File: src/rtl/xpu_pkg.sv
// Shared definitions for the xpu beacon path: scheduler state encoding,
// the TU-to-microsecond shift and the counter widths.
package xpu_pkg;

   typedef enum logic [2:0] {
      ST_IDLE   = 3'd0,
      ST_ALIGN  = 3'd1,
      ST_WAIT   = 3'd2,
      ST_REQ    = 3'd3,
      ST_ACTIVE = 3'd4
   } sched_state_e;

   localparam int TU_SHIFT     = 10;
   localparam int DTIM_WIDTH   = 8;
   localparam int MISSED_WIDTH = 16;

   function automatic logic [MISSED_WIDTH-1:0] sat_inc(input logic [MISSED_WIDTH-1:0] v);
      logic [MISSED_WIDTH-1:0] r;
      if (v == {MISSED_WIDTH{1'b1}}) begin
         r = v;
      end else begin
         r = v + {{(MISSED_WIDTH-1){1'b0}}, 1'b1};
      end
      return r;
   endfunction

endpackage

File: src/rtl/tsf_mod_serial.sv
// Restoring remainder of a wide dividend by a narrower divisor, one dividend
// bit per cycle; done pulses for one cycle after the last bit.
module tsf_mod_serial #(
   parameter int DVD_WIDTH = 64,
   parameter int DVS_WIDTH = 26
) (
   input  logic                 clk,
   input  logic                 rstn,
   input  logic                 start,
   input  logic                 abort,
   input  logic [DVD_WIDTH-1:0] dividend,
   input  logic [DVS_WIDTH-1:0] divisor,
   output logic                 done,
   output logic [DVS_WIDTH-1:0] remainder
);

   localparam int CW = $clog2(DVD_WIDTH);

   logic [DVD_WIDTH-1:0] dvd_r;
   logic [DVS_WIDTH-1:0] dvs_r;
   logic [DVS_WIDTH-1:0] rem_r;
   logic [CW-1:0]        cnt_r;
   logic                 busy_r;
   logic                 done_r;

   logic [DVS_WIDTH:0]   trial_s;
   logic [DVS_WIDTH-1:0] diff_s;
   logic [DVS_WIDTH-1:0] rem_step_s;
   logic                 last_s;

   // One restoring step; the difference fits DVS_WIDTH bits whenever it is kept
   always_comb begin
      trial_s = {rem_r, dvd_r[DVD_WIDTH-1]};
      diff_s  = trial_s[DVS_WIDTH-1:0] - dvs_r;
      if (trial_s >= {1'b0, dvs_r}) begin
         rem_step_s = diff_s;
      end else begin
         rem_step_s = trial_s[DVS_WIDTH-1:0];
      end
      last_s = (cnt_r == CW'(DVD_WIDTH - 1));
   end

   // Iteration state; start overrides abort so a fresh run is never lost
   always_ff @(posedge clk or negedge rstn) begin
      if (!rstn) begin
         dvd_r  <= {DVD_WIDTH{1'b0}};
         dvs_r  <= {DVS_WIDTH{1'b0}};
         rem_r  <= {DVS_WIDTH{1'b0}};
         cnt_r  <= {CW{1'b0}};
         busy_r <= 1'b0;
         done_r <= 1'b0;
      end else if (start) begin
         dvd_r  <= dividend;
         dvs_r  <= divisor;
         rem_r  <= {DVS_WIDTH{1'b0}};
         cnt_r  <= {CW{1'b0}};
         busy_r <= 1'b1;
         done_r <= 1'b0;
      end else if (abort) begin
         busy_r <= 1'b0;
         done_r <= 1'b0;
      end else if (busy_r) begin
         rem_r  <= rem_step_s;
         dvd_r  <= {dvd_r[DVD_WIDTH-2:0], 1'b0};
         cnt_r  <= cnt_r + {{(CW-1){1'b0}}, 1'b1};
         busy_r <= !last_s;
         done_r <= last_s;
      end else begin
         done_r <= 1'b0;
      end
   end

   assign done      = done_r;
   assign remainder = rem_r;

endmodule

File: src/rtl/beacon_tbtt_scheduler.sv
// Beacon TBTT scheduler: aligns TBTTs to the beacon interval on the TSF,
// requests the TX path ahead of each TBTT, tracks DTIM and missed beacons.
module beacon_tbtt_scheduler
   import xpu_pkg::*;
#(
   parameter int TIMER_WIDTH = 64,
   parameter int TU_WIDTH    = 16
) (
   input  logic                    clk,
   input  logic                    rstn,
   input  logic [TIMER_WIDTH-1:0]  tsf_runtime_val,
   input  logic                    start_beaconing,
   input  logic [TU_WIDTH-1:0]     beacon_interval_tu,
   input  logic [DTIM_WIDTH-1:0]   dtim_period,
   input  logic [15:0]             early_us,
   input  logic                    tx_ack,
   input  logic                    tx_done,
   output logic                    beacon_req,
   output logic                    beacon_is_dtim,
   output logic [DTIM_WIDTH-1:0]   dtim_count,
   output logic [TIMER_WIDTH-1:0]  next_tbtt,
   output logic                    tbtt_pulse,
   output logic [MISSED_WIDTH-1:0] missed_cnt
);

   localparam int IW = TU_WIDTH + TU_SHIFT;
   localparam int EW = TIMER_WIDTH + 1;

   logic [1:0]              rst_sync_r;
   logic                    rst_int_n;

   sched_state_e            state_r, state_nxt;
   logic [TIMER_WIDTH-1:0]  cap_r, cap_nxt;
   logic [IW-1:0]           interval_r, interval_nxt;
   logic [DTIM_WIDTH-1:0]   dtim_period_r, dtim_period_nxt;
   logic [TIMER_WIDTH-1:0]  next_tbtt_r, next_tbtt_nxt;
   logic [TIMER_WIDTH-1:0]  req_target_r, req_target_nxt;
   logic [DTIM_WIDTH-1:0]   dtim_count_r, dtim_count_nxt;
   logic [MISSED_WIDTH-1:0] missed_cnt_r, missed_nxt;
   logic                    beacon_req_r, req_nxt;
   logic                    beacon_is_dtim_r, is_dtim_nxt;
   logic                    tbtt_pulse_r, pulse_nxt;
   logic                    div_start_r, div_start_nxt;
   logic                    div_abort_s;
   logic                    div_done_s;
   logic [IW-1:0]           div_rem_s;
   logic                    tbtt_ev_s;

   logic [EW-1:0]           tsf_e, nt_e, iv_e, early_e, rt_e;
   logic                    fwd_s, bwd_s, early_hit_s, tbtt_hit_s, late_s;

   // Reset synchroniser: assertion is immediate, release follows two clocks
   always_ff @(posedge clk or negedge rstn) begin
      if (!rstn) begin
         rst_sync_r <= 2'b00;
      end else begin
         rst_sync_r <= {rst_sync_r[0], 1'b1};
      end
   end
   assign rst_int_n = rst_sync_r[1];

   tsf_mod_serial #(
      .DVD_WIDTH (TIMER_WIDTH),
      .DVS_WIDTH (IW)
   ) u_mod (
      .clk       (clk),
      .rstn      (rst_int_n),
      .start     (div_start_r),
      .abort     (div_abort_s),
      .dividend  (cap_r),
      .divisor   (interval_r),
      .done      (div_done_s),
      .remainder (div_rem_s)
   );

   // One extra bit keeps tsf+early and next_tbtt+interval from wrapping
   assign tsf_e   = {1'b0, tsf_runtime_val};
   assign nt_e    = {1'b0, next_tbtt_r};
   assign rt_e    = {1'b0, req_target_r};
   assign iv_e    = {{(EW-IW){1'b0}}, interval_r};
   assign early_e = {{(EW-16){1'b0}}, early_us};

   assign fwd_s       = tsf_e >= (nt_e + iv_e);
   assign bwd_s       = (nt_e > tsf_e) && ((nt_e - tsf_e) > iv_e);
   assign early_hit_s = (tsf_e + early_e) >= nt_e;
   assign tbtt_hit_s  = tsf_e >= nt_e;
   assign late_s      = tsf_e >= (rt_e + iv_e);

   // Next-state and next-register values
   always_comb begin
      state_nxt       = state_r;
      cap_nxt         = cap_r;
      interval_nxt    = interval_r;
      dtim_period_nxt = dtim_period_r;
      next_tbtt_nxt   = next_tbtt_r;
      req_target_nxt  = req_target_r;
      dtim_count_nxt  = dtim_count_r;
      missed_nxt      = missed_cnt_r;
      req_nxt         = beacon_req_r;
      is_dtim_nxt     = beacon_is_dtim_r;
      pulse_nxt       = 1'b0;
      div_start_nxt   = 1'b0;
      div_abort_s     = 1'b0;
      tbtt_ev_s       = 1'b0;

      if (!start_beaconing) begin
         state_nxt   = ST_IDLE;
         req_nxt     = 1'b0;
         div_abort_s = 1'b1;
      end else begin
         case (state_r)
            ST_IDLE: begin
               if (beacon_interval_tu != {TU_WIDTH{1'b0}}) begin
                  cap_nxt         = tsf_runtime_val;
                  interval_nxt    = {beacon_interval_tu, {TU_SHIFT{1'b0}}};
                  dtim_period_nxt = (dtim_period == 8'd0) ? 8'd1 : dtim_period;
                  div_start_nxt   = 1'b1;
                  state_nxt       = ST_ALIGN;
               end else begin
                  state_nxt = ST_IDLE;
               end
            end
            ST_ALIGN: begin
               // A done seen while the start is still in flight belongs to an older run
               if (div_done_s && !div_start_r) begin
                  next_tbtt_nxt  = cap_r - {{(TIMER_WIDTH-IW){1'b0}}, div_rem_s}
                                 + {{(TIMER_WIDTH-IW){1'b0}}, interval_r};
                  dtim_count_nxt = 8'd0;
                  state_nxt      = ST_WAIT;
               end else begin
                  state_nxt = ST_ALIGN;
               end
            end
            ST_WAIT: begin
               if (fwd_s) begin
                  missed_nxt    = sat_inc(missed_cnt_r);
                  cap_nxt       = tsf_runtime_val;
                  div_start_nxt = 1'b1;
                  state_nxt     = ST_ALIGN;
               end else if (bwd_s) begin
                  cap_nxt       = tsf_runtime_val;
                  div_start_nxt = 1'b1;
                  state_nxt     = ST_ALIGN;
               end else begin
                  tbtt_ev_s = tbtt_hit_s;
                  if (early_hit_s) begin
                     req_target_nxt = next_tbtt_r;
                     is_dtim_nxt    = (dtim_count_r == 8'd0);
                     req_nxt        = 1'b1;
                     state_nxt      = ST_REQ;
                  end else begin
                     state_nxt = ST_WAIT;
                  end
               end
            end
            ST_REQ: begin
               tbtt_ev_s = tbtt_hit_s;
               if (tx_ack) begin
                  req_nxt   = 1'b0;
                  state_nxt = ST_ACTIVE;
               end else if (late_s) begin
                  req_nxt    = 1'b0;
                  missed_nxt = sat_inc(missed_cnt_r);
                  state_nxt  = ST_WAIT;
               end else begin
                  state_nxt = ST_REQ;
               end
            end
            ST_ACTIVE: begin
               tbtt_ev_s = tbtt_hit_s;
               if (tx_done) begin
                  state_nxt = ST_WAIT;
               end else begin
                  state_nxt = ST_ACTIVE;
               end
            end
            default: begin
               state_nxt = ST_IDLE;
               req_nxt   = 1'b0;
            end
         endcase

         if (tbtt_ev_s) begin
            pulse_nxt      = 1'b1;
            next_tbtt_nxt  = next_tbtt_r + {{(TIMER_WIDTH-IW){1'b0}}, interval_r};
            dtim_count_nxt = (dtim_count_r == 8'd0) ? (dtim_period_r - 8'd1)
                                                    : (dtim_count_r - 8'd1);
         end else begin
            pulse_nxt = 1'b0;
         end
      end
   end

   // State and datapath registers
   always_ff @(posedge clk or negedge rst_int_n) begin
      if (!rst_int_n) begin
         state_r          <= ST_IDLE;
         cap_r            <= {TIMER_WIDTH{1'b0}};
         interval_r       <= {IW{1'b0}};
         dtim_period_r    <= 8'd1;
         next_tbtt_r      <= {TIMER_WIDTH{1'b0}};
         req_target_r     <= {TIMER_WIDTH{1'b0}};
         dtim_count_r     <= 8'd0;
         missed_cnt_r     <= {MISSED_WIDTH{1'b0}};
         beacon_req_r     <= 1'b0;
         beacon_is_dtim_r <= 1'b0;
         tbtt_pulse_r     <= 1'b0;
         div_start_r      <= 1'b0;
      end else begin
         state_r          <= state_nxt;
         cap_r            <= cap_nxt;
         interval_r       <= interval_nxt;
         dtim_period_r    <= dtim_period_nxt;
         next_tbtt_r      <= next_tbtt_nxt;
         req_target_r     <= req_target_nxt;
         dtim_count_r     <= dtim_count_nxt;
         missed_cnt_r     <= missed_nxt;
         beacon_req_r     <= req_nxt;
         beacon_is_dtim_r <= is_dtim_nxt;
         tbtt_pulse_r     <= pulse_nxt;
         div_start_r      <= div_start_nxt;
      end
   end

   assign beacon_req     = beacon_req_r;
   assign beacon_is_dtim = beacon_is_dtim_r;
   assign dtim_count     = dtim_count_r;
   assign next_tbtt      = next_tbtt_r;
   assign tbtt_pulse     = tbtt_pulse_r;
   assign missed_cnt     = missed_cnt_r;

endmodule

File: config.mk
export PLATFORM = sky130hd
export DESIGN_NAME = beacon_tbtt_scheduler
export DESIGN_NICKNAME = d
export VERILOG_FILES = /design/src/rtl/xpu_pkg.sv /design/src/rtl/tsf_mod_serial.sv /design/src/rtl/beacon_tbtt_scheduler.sv
export SDC_FILE = /design/constraint.sdc
export NUM_CORES = 1
export LEC_CHECK = 0
export ABC_AREA = 1
export ABC_CLOCK_PERIOD_IN_PS = 10400
export CAP_MARGIN = 20
export CORE_AREA = 10 10 272 274
export DETAILED_ROUTE_END_ITERATION = 16
export DIE_AREA = 0 0 282 284
export GPL_TIMING_DRIVEN = 0
export PLACE_DENSITY = 0.79
export SYNTH_ARGS = -nofsm -noshare
export SYNTH_HDL_FRONTEND = slang
export SYNTH_SLANG_ARGS = --single-unit
File: constraint.sdc
create_clock -name clk -period 10.4 [get_ports clk]
set_clock_uncertainty 0.1 [all_clocks]
set_input_delay 1.04 -clock clk [delete_from_list [all_inputs] [get_ports clk]]
set_output_delay 1.04 -clock clk [all_outputs]
set_load 0.05 [all_outputs]
==> results.sh <==
export IMPL_top_usage_layer="met2"
export IMPL_hold_class="reg -> async"
export IMPL_post_cts_buffers=0
export IMPL_grt_overflow_total=0
export IMPL_synthDistinctLibCells=66
export IMPL_ios=200
export IMPL_syn_nets=6502
export IMPL_worst_setup_path_end_kind="flop"
export IMPL_path_clk_slew_ns=0.06
export IMPL_netlist_area_mm2=0.03877
export IMPL_cp_start_kind="input pin"
export IMPL_num_nets_final=6749
export IMPL_cpMaxStageDelayCell="clkdlybuf4s50_1"
export IMPL_hold_viol=0
export IMPL_ys_seq_area_frac=0.2343
export IMPL_area_delta_synth_final_pct=11.85
export IMPL_nFillCells=6500
export IMPL_met3_usage=0.06058
export IMPL_crit_arrival_ns=7.93
export IMPL_drtIter0Drc=4421
export IMPL_routed_wl_um=155200
export IMPL_die_area_mm2=0.08009
export IMPL_drc=0
export IMPL_numPortBuffers=199
export IMPL_grt_pass1_wl_um=229900
export IMPL_cts_htree_levels=2
export IMPL_final_antenna_net_count=0
export IMPL_path_buf_inv=6
export IMPL_dp_hpwl_um=132500
export IMPL_wl_per_cell_um=21.78
export IMPL_synthFlopType="dfrtp_1"
export IMPL_antenna_found_initial=4
export IMPL_via_per_inst=5.779
export IMPL_core_mm2=0.06835
export IMPL_status="completed"
export IMPL_rsz0062_at_grt="false"
export IMPL_critical_path_most_common_cell="nand2_1"
export IMPL_ir_drop_mv=0.1431
export IMPL_synth_edf_count=0
export IMPL_critPathMaxFanout=10
export IMPL_placed_cells=7048
export IMPL_clock_sinks=363
export IMPL_vias=41170
export IMPL_min_period_over_period=0.7238
export IMPL_period_needed_ns=7.528
export IMPL_grt_usage=0.3781
export IMPL_path_delay_family="simple AND/OR/NAND/NOR gates"
export IMPL_drive_above_1_share=0.03783
export IMPL_grt_pass1_vias=39600
export IMPL_ctsHoldBuffers=0
export IMPL_slew_violations=0
export IMPL_powerDensity_mw_per_mm2=181.8
export IMPL_die_width_um=282
export IMPL_p_leak_nw=22.16
export IMPL_cpPeakStageDelay_ns=0.76
export IMPL_r2r_start="interval_r[11]"
export IMPL_tritoncts="done"
export IMPL_cts_inserted_buffers=40
export IMPL_clkLatencyLatePin_ns=0.60
export IMPL_die_h_um=284
export IMPL_start_util=0.5672
export IMPL_cts_root_buf="clkbuf_16"
export IMPL_fin_setup_tns_ns=0
export IMPL_ys_warn_count=0
export IMPL_syn_avg_cell_area_um2=6.503
export IMPL_setup_viol=0
export IMPL_gp_congestion=1.061
export IMPL_ys_seq_elements=363
export IMPL_grt_max_degree=74
export IMPL_row_count=96
export IMPL_async_flop_share=1.000
export IMPL_max_freq_mhz=132.8
export IMPL_worst_pin_slew_ns=1.146
export IMPL_first_pass_iters=7
export IMPL_max_slew_margin=0.2335
export IMPL_mostFrequentLayoutCell="nand2_1"
export IMPL_critical_path_class="in -> reg"
export IMPL_cp_required_ns=10.80
export IMPL_max_cap_violations=0
export IMPL_netlist_instances=5961
export IMPL_use_met1=0.4775
export IMPL_stdcell_count=7124
export IMPL_worstSetupStartpoint="tsf_runtime_val[6]"
export IMPL_mostFrequentLayoutCells="1767 x nand2_1, 1011 x inv_1, 411 x ha_1"
export IMPL_use_met2=0.6068
export IMPL_clk_path_buf_depth=3
export IMPL_post_cts_resize_count=0
==> worst register-to-register path: cells and delay by family, from the launching register on <==
family | cells | cell delay (ns)
adders and majority gates | 2 | 0.85
and+or+nand+nor | 15 | 3.34
AOI/OAI and AO/OA | 4 | 0.89
xor gates and xnor gates | 1 | 0.19
DFF | 1 | 0.55
buffers and inverters | 3 | 0.77
==> final cells by class <==
cell class	count	area (um^2)	area share
Antenna cell	4	10.01	0.0002308
Buffer	114	638.1	0.01472
Clock buffer	51	1112	0.02565
Clock inverter	21	229.0	0.005280
Inverter	1035	3885	0.08959
Multi-Input combinational cell	4449	25160	0.5802
Sequential cell	363	9089	0.2096
Tap cell	882	1104	0.02545
Timing Repair Buffer	205	2137	0.04928
==> final timing paths <==
check / cells past startpoint / slack [ns] / endpoint
worst max-delay path: 30 / 2.87 / req_target_r[63]
worst min-delay path: 0 / 0.22 / dtim_count[0]
worst max register to register: 25 / 3.58 / missed_cnt[9]
worst min register to register: 0 / 0.22 / dtim_count[0]
max in group asynchronous: 3 / 8.55 / missed_cnt[12]
min in group clk: 0 / 0.25 / rst_sync_r[1]
==> where the power goes <==
part           switching, mW  internal [mW]  total (mW)
Clock                  0.643          0.840        1.48
Combinational           3.08           1.45        4.52
Sequential             0.271           1.60        1.87
Total                   3.99           3.89        7.88
==> state kept, by name, summed over array words and instances, names as in the netlist <==
register	flops
cap_r	64
next_tbtt	64
req_target_r	64
u_mod.dvd_r	64
u_mod.remainder	26
interval_r	16
missed_cnt	16
u_mod.dvs_r	16
dtim_count	8
dtim_period_r	8
u_mod.cnt_r	6
state_r	3
rst_sync_r	2
beacon_is_dtim	1
beacon_req	1
div_start_r	1
tbtt_pulse	1
u_mod.busy_r	1
u_mod.done	1
==> logic make-up after synthesis <==
logic type                 count (synthesis)  synth area share
other                                      1        0.00009673
xor gates and xnor gates                 279           0.06303
AOI/OAI and AO/OA                        819            0.1218
DFF                                      363            0.2343
buffers and inverters                   1149            0.1167
and+or+nand+nor                         2918            0.3206
adders and majority gates                432            0.1435
==> Yosys cell counts, types with 17 or more instances <==
library cell  number  area [um^2]
buf_6             23        259.0
nor3_1           114        570.6
o21ai_1           42        210.2
a21oi_1          330         1652
nor4_1            49        306.5
nor2_1           394         1479
buf_2             20        100.1
o21a_1            18        135.1
a31oi_1           23        143.9
o21ai_2           26        227.7
o221ai_1          17        148.9
fa_1              21        420.4
ha_1             411         5142
xnor2_1           69        604.3
nand3b_1          35        262.8
nand2_2           25        156.4
a21o_1            19        142.6
nand3_1          345         1727
xor2_1           210         1839
clkbuf_1          59        221.5
o21ai_0          217         1086
nand4_1          131        819.5
dfrtp_1          362         9059
o211ai_1          51        382.9
inv_1           1011         3795
inv_2             19        71.32
nand2_1         1767         6633
nor2_2            21        131.4
==> layer usage <==
layer	up-vias	routed length, um
li1	19760	-
met1	19090	61570
met3	385	14630
met2	1936	69210
met4	2	9742
met5	-	12
==> per-stage QoR <==
| stage | hold WS, ns | power, mW | instance area (um^2) | util | worst slack (ns) |
|---|---|---|---|---|---|
| 6_report | 0.2187 | 7.882 | 43360 | 0.6345 | 2.872 |
| 5_1_grt | 0.2488 | 8.357 | 43360 | 0.6344 | 2.526 |
| 4_1_cts | 0.2263 | 7.711 | 43350 | 0.6343 | 3.166 |
| 3_5_place_dp | 0.2295 | 6.209 | 42010 | 0.6147 | 2.567 |
| 3_3_place_gp | 0.2352 | 6.149 | 41860 | 0.6125 | 2.310 |
| 2_1_floorplan | 0.2311 | 4.748 | 38770 | - | 4.372 |
No activity file was read; power rests on OpenSTA's default activity.
